File: src/rtl/ssd1289_pkg.sv
// Shared constants and types for the SSD1289 bus target: register indices,
// cursor/window types and the GRAM cursor auto-increment rule.
package ssd1289_pkg;

  localparam int X_W = 8;
  localparam int Y_W = 9;

  localparam logic [7:0] R00 = 8'h00;
  localparam logic [7:0] R22 = 8'h22;
  localparam logic [7:0] R44 = 8'h44;
  localparam logic [7:0] R45 = 8'h45;
  localparam logic [7:0] R46 = 8'h46;
  localparam logic [7:0] R4E = 8'h4E;
  localparam logic [7:0] R4F = 8'h4F;

  localparam logic [15:0] DEVICE_CODE = 16'h8989;

  // What a decoded write strobe means for the register file.
  typedef enum logic [1:0] {
    EV_NONE,
    EV_INDEX,
    EV_PIXEL,
    EV_REG
  } bus_ev_e;

  // GRAM window: horizontal start/end, vertical start/end.
  typedef struct packed {
    logic [X_W-1:0] hsa;
    logic [X_W-1:0] hea;
    logic [Y_W-1:0] vsa;
    logic [Y_W-1:0] vea;
  } window_t;

  typedef struct packed {
    logic [X_W-1:0] x;
    logic [Y_W-1:0] y;
  } cursor_t;

  // Cursor position after one GRAM beat: walk right to HEA, then wrap to HSA
  // on the next row; the row wraps from VEA back to VSA.
  function automatic cursor_t next_cursor(input cursor_t cur, input window_t win);
    cursor_t nxt;
    nxt = cur;
    if (cur.x >= win.hea) begin
      nxt.x = win.hsa;
      nxt.y = (cur.y >= win.vea) ? win.vsa : cur.y + Y_W'(1);
    end else begin
      nxt.x = cur.x + X_W'(1);
    end
    return nxt;
  endfunction

endpackage

File: src/rtl/ssd1289_bus_sync.sv
// Bus input synchronizer and strobe edge detection. CS/DC/WR/RD/DATA all go
// through the same number of flops so DATA stays aligned with WR. All outputs
// are registered one stage after the synchronizer.
module ssd1289_bus_sync #(
  parameter int SYNC_STAGES = 2
) (
  input  logic        sys_clk,
  input  logic        rst_n,
  input  logic        bus_cs,
  input  logic        bus_dc,
  input  logic        bus_wr,
  input  logic        bus_rd,
  input  logic [15:0] bus_data,
  output logic        wr_evt,
  output logic        rd_evt,
  output logic        rd_act,
  output logic        conflict,
  output logic        dc,
  output logic [15:0] data
);

  logic [SYNC_STAGES-1:0]       cs_sr;
  logic [SYNC_STAGES-1:0]       dc_sr;
  logic [SYNC_STAGES-1:0]       wr_sr;
  logic [SYNC_STAGES-1:0]       rd_sr;
  logic [SYNC_STAGES-1:0][15:0] data_sr;

  logic cs_s, dc_s, wr_s, rd_s;
  logic [15:0] data_s;
  logic wr_prev, rd_prev, wr_armed;
  logic wr_rise, rd_fall;

  assign cs_s   = cs_sr[SYNC_STAGES-1];
  assign dc_s   = dc_sr[SYNC_STAGES-1];
  assign wr_s   = wr_sr[SYNC_STAGES-1];
  assign rd_s   = rd_sr[SYNC_STAGES-1];
  assign data_s = data_sr[SYNC_STAGES-1];

  // A write completes only if its whole low phase saw CS low; CS going high
  // at any point abandons the strobe until WR returns high.
  assign wr_rise = wr_s && !wr_prev && wr_armed && !cs_s;
  assign rd_fall = !rd_s && rd_prev && !cs_s && wr_s;

  // Synchronizer shift chains; strobes idle high.
  always_ff @(posedge sys_clk or negedge rst_n) begin
    if (!rst_n) begin
      cs_sr   <= '1;
      dc_sr   <= '0;
      wr_sr   <= '1;
      rd_sr   <= '1;
      // NOTE: the DATA chain is reset too, so nothing downstream ever sees X
      // even though its value only matters when qualified by a strobe.
      data_sr <= '0;
    end else begin
      // NOTE: non-blocking assignments make every stage take the previous
      // stage's old value, which is what turns this into a shift chain.
      cs_sr   <= {cs_sr[SYNC_STAGES-2:0], bus_cs};
      dc_sr   <= {dc_sr[SYNC_STAGES-2:0], bus_dc};
      wr_sr   <= {wr_sr[SYNC_STAGES-2:0], bus_wr};
      rd_sr   <= {rd_sr[SYNC_STAGES-2:0], bus_rd};
      data_sr <= {data_sr[SYNC_STAGES-2:0], bus_data};
    end
  end

  // Edge history and write-strobe qualification against CS going high.
  always_ff @(posedge sys_clk or negedge rst_n) begin
    if (!rst_n) begin
      wr_prev  <= 1'b1;
      rd_prev  <= 1'b1;
      wr_armed <= 1'b0;
    end else begin
      wr_prev <= wr_s;
      rd_prev <= rd_s;
      if (wr_s) begin
        wr_armed <= 1'b0;
      end else if (wr_prev) begin
        wr_armed <= !cs_s;
      end else if (cs_s) begin
        wr_armed <= 1'b0;
      end
    end
  end

  // Registered event/status outputs with DC and DATA kept in step.
  always_ff @(posedge sys_clk or negedge rst_n) begin
    if (!rst_n) begin
      wr_evt   <= 1'b0;
      rd_evt   <= 1'b0;
      rd_act   <= 1'b0;
      conflict <= 1'b0;
      dc       <= 1'b0;
      data     <= '0;
    end else begin
      wr_evt   <= wr_rise;
      rd_evt   <= rd_fall;
      rd_act   <= !rd_s && !cs_s && wr_s;
      conflict <= !rd_s && !wr_s && !cs_s;
      dc       <= dc_s;
      data     <= data_s;
    end
  end

endmodule

File: src/rtl/ssd1289_bus_target.sv
// SSD1289 8080-bus target: index/data write decode, window and cursor
// shadows, GRAM pixel beats with auto-increment, and register read-back.
module ssd1289_bus_target
  import ssd1289_pkg::*;
#(
  parameter int size_x      = 240,
  parameter int size_y      = 320,
  parameter int SYNC_STAGES = 2
) (
  input  logic           sys_clk,
  input  logic           rst_n,
  input  logic           bus_CS,
  input  logic           bus_DC,
  input  logic           bus_WR,
  input  logic           bus_RD,
  input  logic [15:0]    bus_DATA,
  output logic [15:0]    bus_DOUT,
  output logic           bus_DOE,
  output logic           pix_valid,
  output logic [X_W-1:0] pix_x,
  output logic [Y_W-1:0] pix_y,
  output logic [15:0]    pix_data,
  output logic           gram_start,
  output logic           reg_valid,
  output logic [7:0]     reg_index,
  output logic [15:0]    reg_data,
  output logic           proto_err
);

  localparam logic [X_W-1:0] HEA_RST = X_W'(size_x - 1);
  localparam logic [Y_W-1:0] VEA_RST = Y_W'(size_y - 1);

  logic        wr_evt, rd_evt, rd_act, conflict, dc;
  logic [15:0] data;

  logic [7:0]  index_q;
  window_t     win_q;
  cursor_t     cur_q;
  logic        doe_q;
  logic [15:0] rd_value;
  bus_ev_e     ev;

  ssd1289_bus_sync #(
    .SYNC_STAGES (SYNC_STAGES)
  ) u_sync (
    .sys_clk  (sys_clk),
    .rst_n    (rst_n),
    .bus_cs   (bus_CS),
    .bus_dc   (bus_DC),
    .bus_wr   (bus_WR),
    .bus_rd   (bus_RD),
    .bus_data (bus_DATA),
    .wr_evt   (wr_evt),
    .rd_evt   (rd_evt),
    .rd_act   (rd_act),
    .conflict (conflict),
    .dc       (dc),
    .data     (data)
  );

  // Classify each completed write strobe.
  always_comb begin
    // NOTE: assigning the default first means every path drives ev, so no
    // latch is inferred.
    ev = EV_NONE;
    if (wr_evt) begin
      if (!dc) begin
        ev = EV_INDEX;
      end else if (index_q == R22) begin
        ev = EV_PIXEL;
      end else begin
        ev = EV_REG;
      end
    end
  end

  // Read mux: shadow value of the currently selected index.
  always_comb begin
    rd_value = '0;
    case (index_q)
      R00:     rd_value = DEVICE_CODE;
      R44:     rd_value = {win_q.hea, win_q.hsa};
      R45:     rd_value = 16'(win_q.vsa);
      R46:     rd_value = 16'(win_q.vea);
      R4E:     rd_value = 16'(cur_q.x);
      R4F:     rd_value = 16'(cur_q.y);
      default: rd_value = '0;
    endcase
  end

  // Index register, window shadows and the GRAM cursor.
  always_ff @(posedge sys_clk or negedge rst_n) begin
    if (!rst_n) begin
      index_q   <= '0;
      win_q.hsa <= '0;
      win_q.hea <= HEA_RST;
      win_q.vsa <= '0;
      win_q.vea <= VEA_RST;
      cur_q     <= '0;
    end else begin
      case (ev)
        EV_INDEX: index_q <= data[7:0];
        EV_PIXEL: cur_q   <= next_cursor(cur_q, win_q);
        EV_REG: begin
          case (index_q)
            R44: begin
              win_q.hea <= data[15:8];
              win_q.hsa <= data[7:0];
            end
            R45:     win_q.vsa <= data[Y_W-1:0];
            R46:     win_q.vea <= data[Y_W-1:0];
            R4E:     cur_q.x   <= data[X_W-1:0];
            R4F:     cur_q.y   <= data[Y_W-1:0];
            default: ;
          endcase
        end
        default: ;
      endcase
    end
  end

  // One-cycle event pulses and their held payloads.
  always_ff @(posedge sys_clk or negedge rst_n) begin
    if (!rst_n) begin
      pix_valid  <= 1'b0;
      pix_x      <= '0;
      pix_y      <= '0;
      pix_data   <= '0;
      gram_start <= 1'b0;
      reg_valid  <= 1'b0;
      reg_index  <= '0;
      reg_data   <= '0;
    end else begin
      pix_valid  <= (ev == EV_PIXEL);
      gram_start <= (ev == EV_INDEX) && (data[7:0] == R22);
      reg_valid  <= (ev == EV_REG);
      if (ev == EV_PIXEL) begin
        pix_x    <= cur_q.x;
        pix_y    <= cur_q.y;
        pix_data <= data;
      end
      if (ev == EV_REG) begin
        reg_index <= index_q;
        reg_data  <= data;
      end
    end
  end

  // Read port: data is captured at the RD fall; the enable is armed by that
  // capture and dropped as soon as the read stops being active.
  always_ff @(posedge sys_clk or negedge rst_n) begin
    if (!rst_n) begin
      bus_DOUT  <= '0;
      doe_q     <= 1'b0;
      proto_err <= 1'b0;
    end else begin
      if (rd_evt) begin
        bus_DOUT <= rd_value;
      end
      if (!rd_act) begin
        doe_q <= 1'b0;
      end else if (rd_evt) begin
        doe_q <= 1'b1;
      end
      if (conflict) begin
        proto_err <= 1'b1;
      end
    end
  end

  // Gating with rd_act lets the enable fall one cycle sooner than it rises.
  assign bus_DOE = doe_q && rd_act;

endmodule

File: config.mk
export PLATFORM = sky130hd
export DESIGN_NAME = ssd1289_bus_target
export DESIGN_NICKNAME = d
export VERILOG_FILES = /design/src/rtl/ssd1289_pkg.sv /design/src/rtl/ssd1289_bus_sync.sv /design/src/rtl/ssd1289_bus_target.sv
export SDC_FILE = /design/constraint.sdc
export NUM_CORES = 1
export LEC_CHECK = 0
export BUFFER_PORTS_ARGS = -buffer_cell sky130_fd_sc_hd__buf_2
export CAP_MARGIN = 20
export CORE_MARGIN = 5
export CORE_UTILIZATION = 40
export CTS_CLUSTER_DIAMETER = 150
export CTS_CLUSTER_SIZE = 40
export DETAILED_ROUTE_END_ITERATION = 8
export GPL_TIMING_DRIVEN = 0
export HOLD_SLACK_MARGIN = 0.15
export PLACE_DENSITY_LB_ADDON = 0.2
export SETUP_SLACK_MARGIN = 0.05
export SLEW_MARGIN = 20
export SYNTH_ARGS = -nofsm -noshare
export SYNTH_HDL_FRONTEND = slang
export SYNTH_HIERARCHICAL = 1
export SYNTH_SLANG_ARGS = --single-unit
File: constraint.sdc
create_clock -name sys_clk -period 2.7 [get_ports sys_clk]
set_clock_uncertainty 0.2 [all_clocks]
set_input_delay 0.405 -clock sys_clk [delete_from_list [all_inputs] [get_ports sys_clk]]
set_output_delay 0.405 -clock sys_clk [all_outputs]
set_load 0.01 [all_outputs]
======== After elaboration in Yosys (flattened, before gate mapping) ========
Index checks and enable logic that the tools add are counted.
word-level totals
  register bits after elaboration ......... 201
  input bits .............................. 22
  output and inout bits ................... 78
  logic and storage cells ................. 90
operators by class
  $add $sub $neg .......................... 2
  $lt $le $gt $ge ......................... 2
  equal/unequal tests ..................... 14
  mux-type cells .......................... 15
  reductions and logical operators ........ 24
operators with widths
  cell                                                    count
  one-hot mux 16 bit (6 select lines)                     1
  == test 8 x 7 -> 1 bit (second input constant)          5
  one-hot mux 17 bit (2 select lines)                     1
  two-way mux 9 bit                                       3
  == test 8 x 6 -> 1 bit (second input constant)          2
  two-way mux 8 bit                                       2
  logical AND 1 bit                                       12
  adder 9 x 1 -> 9 bit (second input constant)            1
  greater-or-equal comparator 9 bit                       1
  adder 8 x 1 -> 8 bit (second input constant)            1
  greater-or-equal comparator 8 bit                       1
  zero test 8 bit                                         1
  AND reduction 2 bit                                     4
  two-way mux 1 bit                                       6
  inequality test 2 x 1 -> 1 bit (second input constant)  3
  == test 2 bit (second input constant)                   2
  zero test 1 bit                                         4
  two-way mux 2 bit                                       2
  AND reduction 3 bit                                     1
  nonzero test 3 bit                                      1
  == test 2 x 1 -> 1 bit (second input constant)          1
  inequality test 2 bit (second input constant)           1
  nonzero test 2 bit                                      1

======== Longest topological paths before layout ========
  depth in word-level cells ............... 7
  depth in mapped cells ................... 9
  gate-level depth less buffers ........... 8

======== By module ========
Netlist, hierarchy kept.
modules (own cells, without submodules)
  module              times used  cells each  area each (um^2)  seq. area each (um^2)
  ssd1289_bus_target  1           639         6463.7            3445.8
  ssd1289_bus_sync    1           70          1654.1            1611.5

======== Worst setup path before layout ========
No wires, ideal clock.
  path type ............................... flip-flop to flip-flop
  start point ............................. register win_q[2] (netlist bit)
  end point ............................... register cur_q[7] (netlist bit)
  setup time .............................. 88 ps
  arrival time ............................ 2165 ps
  path slack .............................. 246 ps
  cell stages (with the launch flop) ...... 9
  path buffers ............................ 0
  cell sequence ........................... dfstp_2 inv_1 ha_1 a21oi_1 o21ai_0 a41oi_2 nand2_1 or3_1 a41oi_1
on the way
  cells in the longest elaborated chain, start to end .. 4
ends and longest elaborated chain
  what                                 line                       text
  from (decl)                          ssd1289_bus_target.sv:37   window_t win_q;
  greater-or-equal comparator 9 bit    ssd1289_pkg.sv:46          nxt.y = (cur.y >= win.vea) ? win.vsa : cur.y + Y_W'(1);
  two-way mux 9 bit                    ssd1289_pkg.sv:46
  two-way mux 9 bit                    ssd1289_pkg.sv:44          if (cur.x >= win.hea) begin
  one-hot mux 17 bit (2 select lines)  ssd1289_bus_target.sv:101  case (ev)
  to (signal assigned)                 ssd1289_bus_target.sv:103  EV_PIXEL: cur_q <= next_cursor(cur_q, win_q);
  to (decl)                            ssd1289_bus_target.sv:38   cursor_t cur_q;
Every way passes these cells. The select of a mux whose other input is x is not followed.
A chain may end at the register's enable or synchronous reset.

======== Final worst setup path ========
  start point ............................. register win_q[19] (netlist bit)
  end point ............................... register cur_q[10] (netlist bit)
on the way
  cells in the longest elaborated chain, start to end .. 3
ends and longest elaborated chain
  what                                 line
  greater-or-equal comparator 8 bit    ssd1289_pkg.sv:44
  two-way mux 8 bit                    ssd1289_pkg.sv:44
  one-hot mux 17 bit (2 select lines)  ssd1289_bus_target.sv:101
Every way passes these cells.

==> reports/metrics.cfg <==
[run_status]
status=finished, final reports clean

[cts]
cts_root_buffer=clkbuf_16
htree_levels=1
cts_max_path_buffers=3
clkSinkCount=201
clk_pin_slew_worst_paths_ns=0.15
worstSkewPairLatency_ns=0.47
cts_tree=built
cts_buffers=9

[layout]
nets=898
instances_no_fill=1129
mostFrequentLayoutCells=178 x dfrtp_1, 150 x nand2_1, 108 x buf_2
drive_gt1_share_pct=26.2
layout_commonest_cell=dfrtp_1
final_cell_area_um2=9650
area_growth_pct=18.8
antenna_cells=0
fill_cells=1852

[global_route]
grt_usage_pct=17.5
grt_pass1_vias=5625
antenna_found_initial=0
grt_max_degree=102
grt_overflow=0
grt_pass1_wl_um=32600

[logic_synthesis]
ys_seq_area_share_pct=62.3
synthTopCellsByArea=dfrtp_1 55%, dfstp_2 7.1%, nand2_1 7.0%, mux2_2 6.2%, ha_1 2.9%
synth_cells=709
synthMuxAreaShare_pct=7.12
synth_xor_area_share_pct=1.51
synth.top_cell.area_share_pct=55.2
yosys_warnings=6
syn_area_per_cell_um2=11.4
syn-cell-area_um2=8120
synth.distinct_cells=56
synth-compound-area-share_pct=8.94
ys.flop_type=dfrtp_1
async_reset_ff_share_pct=100
yosys.area.top_type=dfrtp_1
synthAdderAreaFrac_pct=2.93
synth_top_family_by_area=simple AND/OR/NAND/NOR gates
synth_seq_cells=201
synth_edf_count=0
synth_simple_gate_area_share_pct=13.9
synth_nets=750

[power_and_ir_drop]
power_density_nw_per_um2=550
p_leak_nw=4.60
ir_worst_vdd_uv=444
p_total_mw=5.31

[timing]
rsz0062_at_grt=yes
relSlewSlack_pct=38.8
final-hold-violation-count=0
drv_slew=0
setup_viol=0
worst_pin_slew_ns=0.911
tns_ns=0
max_freq_ghz=0.391
timing.final.crit_share_pct=94.7
layout_min_cycle_time_ns=2.56

[setup_path]
crit_slowest_cell=dfstp_2
cp_cell_sequence=inv_1, ha_1, a2111o_1, a21oi_4, buf_6, mux2i_1, o21ai_1, mux2_2
cp_max_fo=6
critPathLaunchType=register
required_ns=2.89
cpPeakStageDelay_ns=0.56
cp-end-kind=register
critPathKind=register to register
critPathArrivalTime_ns=2.75

[floorplanning]
die_w_um=152
fp-row-count=52
start_util_pct=40.4
fp.dieArea_um2=23200
io-pin-count=100
die_h_um=152
core_area_um2=20100

[routing]
drt_iter0_drc=400
drc=0
wirelength_um=20500
final_antenna_net_count=0
wl_per_cell_um=18.2
first_pass_iters=5
vias=5682
via_per_inst=5.03

[job]
drv_cap=0

[place]
numPlacedInstances=1080
hpwl_um=14400
port_buffers=99
place_congestion=0.905
placed_area_um2=9020

[min_path]
hold_class=input pin to asynchronous set/reset pin

cell type report:
cell class                 count  area, um2  share of cell area [%]
timing repair buffer         137        892                    9.25
multi-input combinational    444       2820                    29.2
tap                          270        338                    3.50
sequential                   201       5060                    52.4
clock buffer                  12        236                    2.45
clock inverter                 1       30.0                   0.311
buffer                        31        148                    1.53
inverter                      33        124                    1.28
report_power, final:
group | switching (mW) | leakage, nW | internal (mW) | total [mW]
clock | 0.948 | 0.126 | 0.646 | 1.59
combinational | 0.274 | 1.91 | 0.187 | 0.461
sequential | 0.102 | 2.57 | 3.15 | 3.25
total | 1.32 | 4.60 | 3.98 | 5.31
repair_timing:
item	in CTS	in global routing
setup buffers	5	8
endpoints found under the setup margin	16	26
cloned	0	1
pin swaps	2	3
gates resized for setup	5	9
endpoints found under the hold margin	201	0
hold buffers	23	0
cells by family (layout without fill, tap and decap cells):
group / Yosys count / count (layout)
AOI/OAI and AO/OA: 106 / 107
xor gates and xnor gates: 14 / 14
DFF: 201 / 201
and+or+nand+nor: 252 / 252
adders and majority gates: 19 / 19
buffers and inverters: 65 / 214
muxes: 52 / 52
registers in the layout (all words and copies together) (netlist names), 2 cells and up:
name and flops:
bus_DOUT 16, cur_q 17, index_q 8, pix_data 16, pix_x 8, pix_y 9
reg_data 16, reg_index 8, u_sync/cs_sr 2, u_sync/data 16, u_sync/data_s 16, u_sync/data_sr 16
u_sync/dc_sr 2, u_sync/rd_sr 2, u_sync/wr_sr 2, win_q 34
worst paths after layout:
path,end,depth (start not counted),slack (ns),startpoint
worst max-delay path,cur_q[10]$_DFFE_PN0P_,8,0.14,win_q[19]$_DFFE_PN1P_
worst min-delay path,u_sync/data[4]$_DFF_PN0_,2,0.14,rst_n
worst max register to register,cur_q[10]$_DFFE_PN0P_,8,0.14,win_q[19]$_DFFE_PN1P_
worst min register to register,u_sync/data_s[9]$_DFF_PN0_,0,0.14,u_sync/data_sr[9]$_DFF_PN0_
max in group asynchronous,u_sync/data_sr[8]$_DFF_PN0_,3,1.37,rst_n
min in group sys_clk,u_sync/data_s[9]$_DFF_PN0_,0,0.14,u_sync/data_sr[9]$_DFF_PN0_
stage by stage:
step | util, % | setup slack, ns | hold WS (ns)
floorplan | - | 0.246 | -0.0906
global placement | 44.5 | -2.37 | 0.132
detailed placement | 44.8 | -0.126 | 0.0817
CTS | 47.5 | 0.0591 | 0.151
global route | 48.0 | 0.0366 | 0.153
finish | 48.0 | 0.143 | 0.139
layer usage:
| metal | part of all wire (%) | track usage (%) | up-vias |
|---|---|---|---|
| li1 | - | - | 2716 |
| met1 | 46 | 25.1 | 2785 |
| met2 | 46 | 28.1 | 155 |
| met3 | 5.5 | 2.98 | 26 |
| met4 | 2.4 | 4.12 | 0 |
| met5 | 0 | 0 | - |
critical path, delay by kind of cell, from the launching register on:
kind	cells	cell delay (ns)
flops	1	0.56
mux	2	0.42
compound gates	3	0.80
fa+ha+maj	1	0.29
buf+inv	2	0.19
synthesized netlist by cell type (all sizes together) (2+ instances only):
cell type,instances
nand3,20
or3,3
inv,33
nor3,11
buf,17
o211ai,6
xnor2,6
and3,3
dfstp,22
mux2,46
clkbuf,15
nand2,151
or2,2
dfrtp,179
a41oi,8
and2,2
a31oi,11
nor4,2
a22o,5
o21ai,31
o22ai,8
nor2b,5
a21oi,16
a22oi,5
a221oi,3
ha,19
xor2,8
nand2b,3
a211oi,7
nand4,8
nor4b,2
nor2,37
mux2i,6
Power figures use the tool's default switching activity.
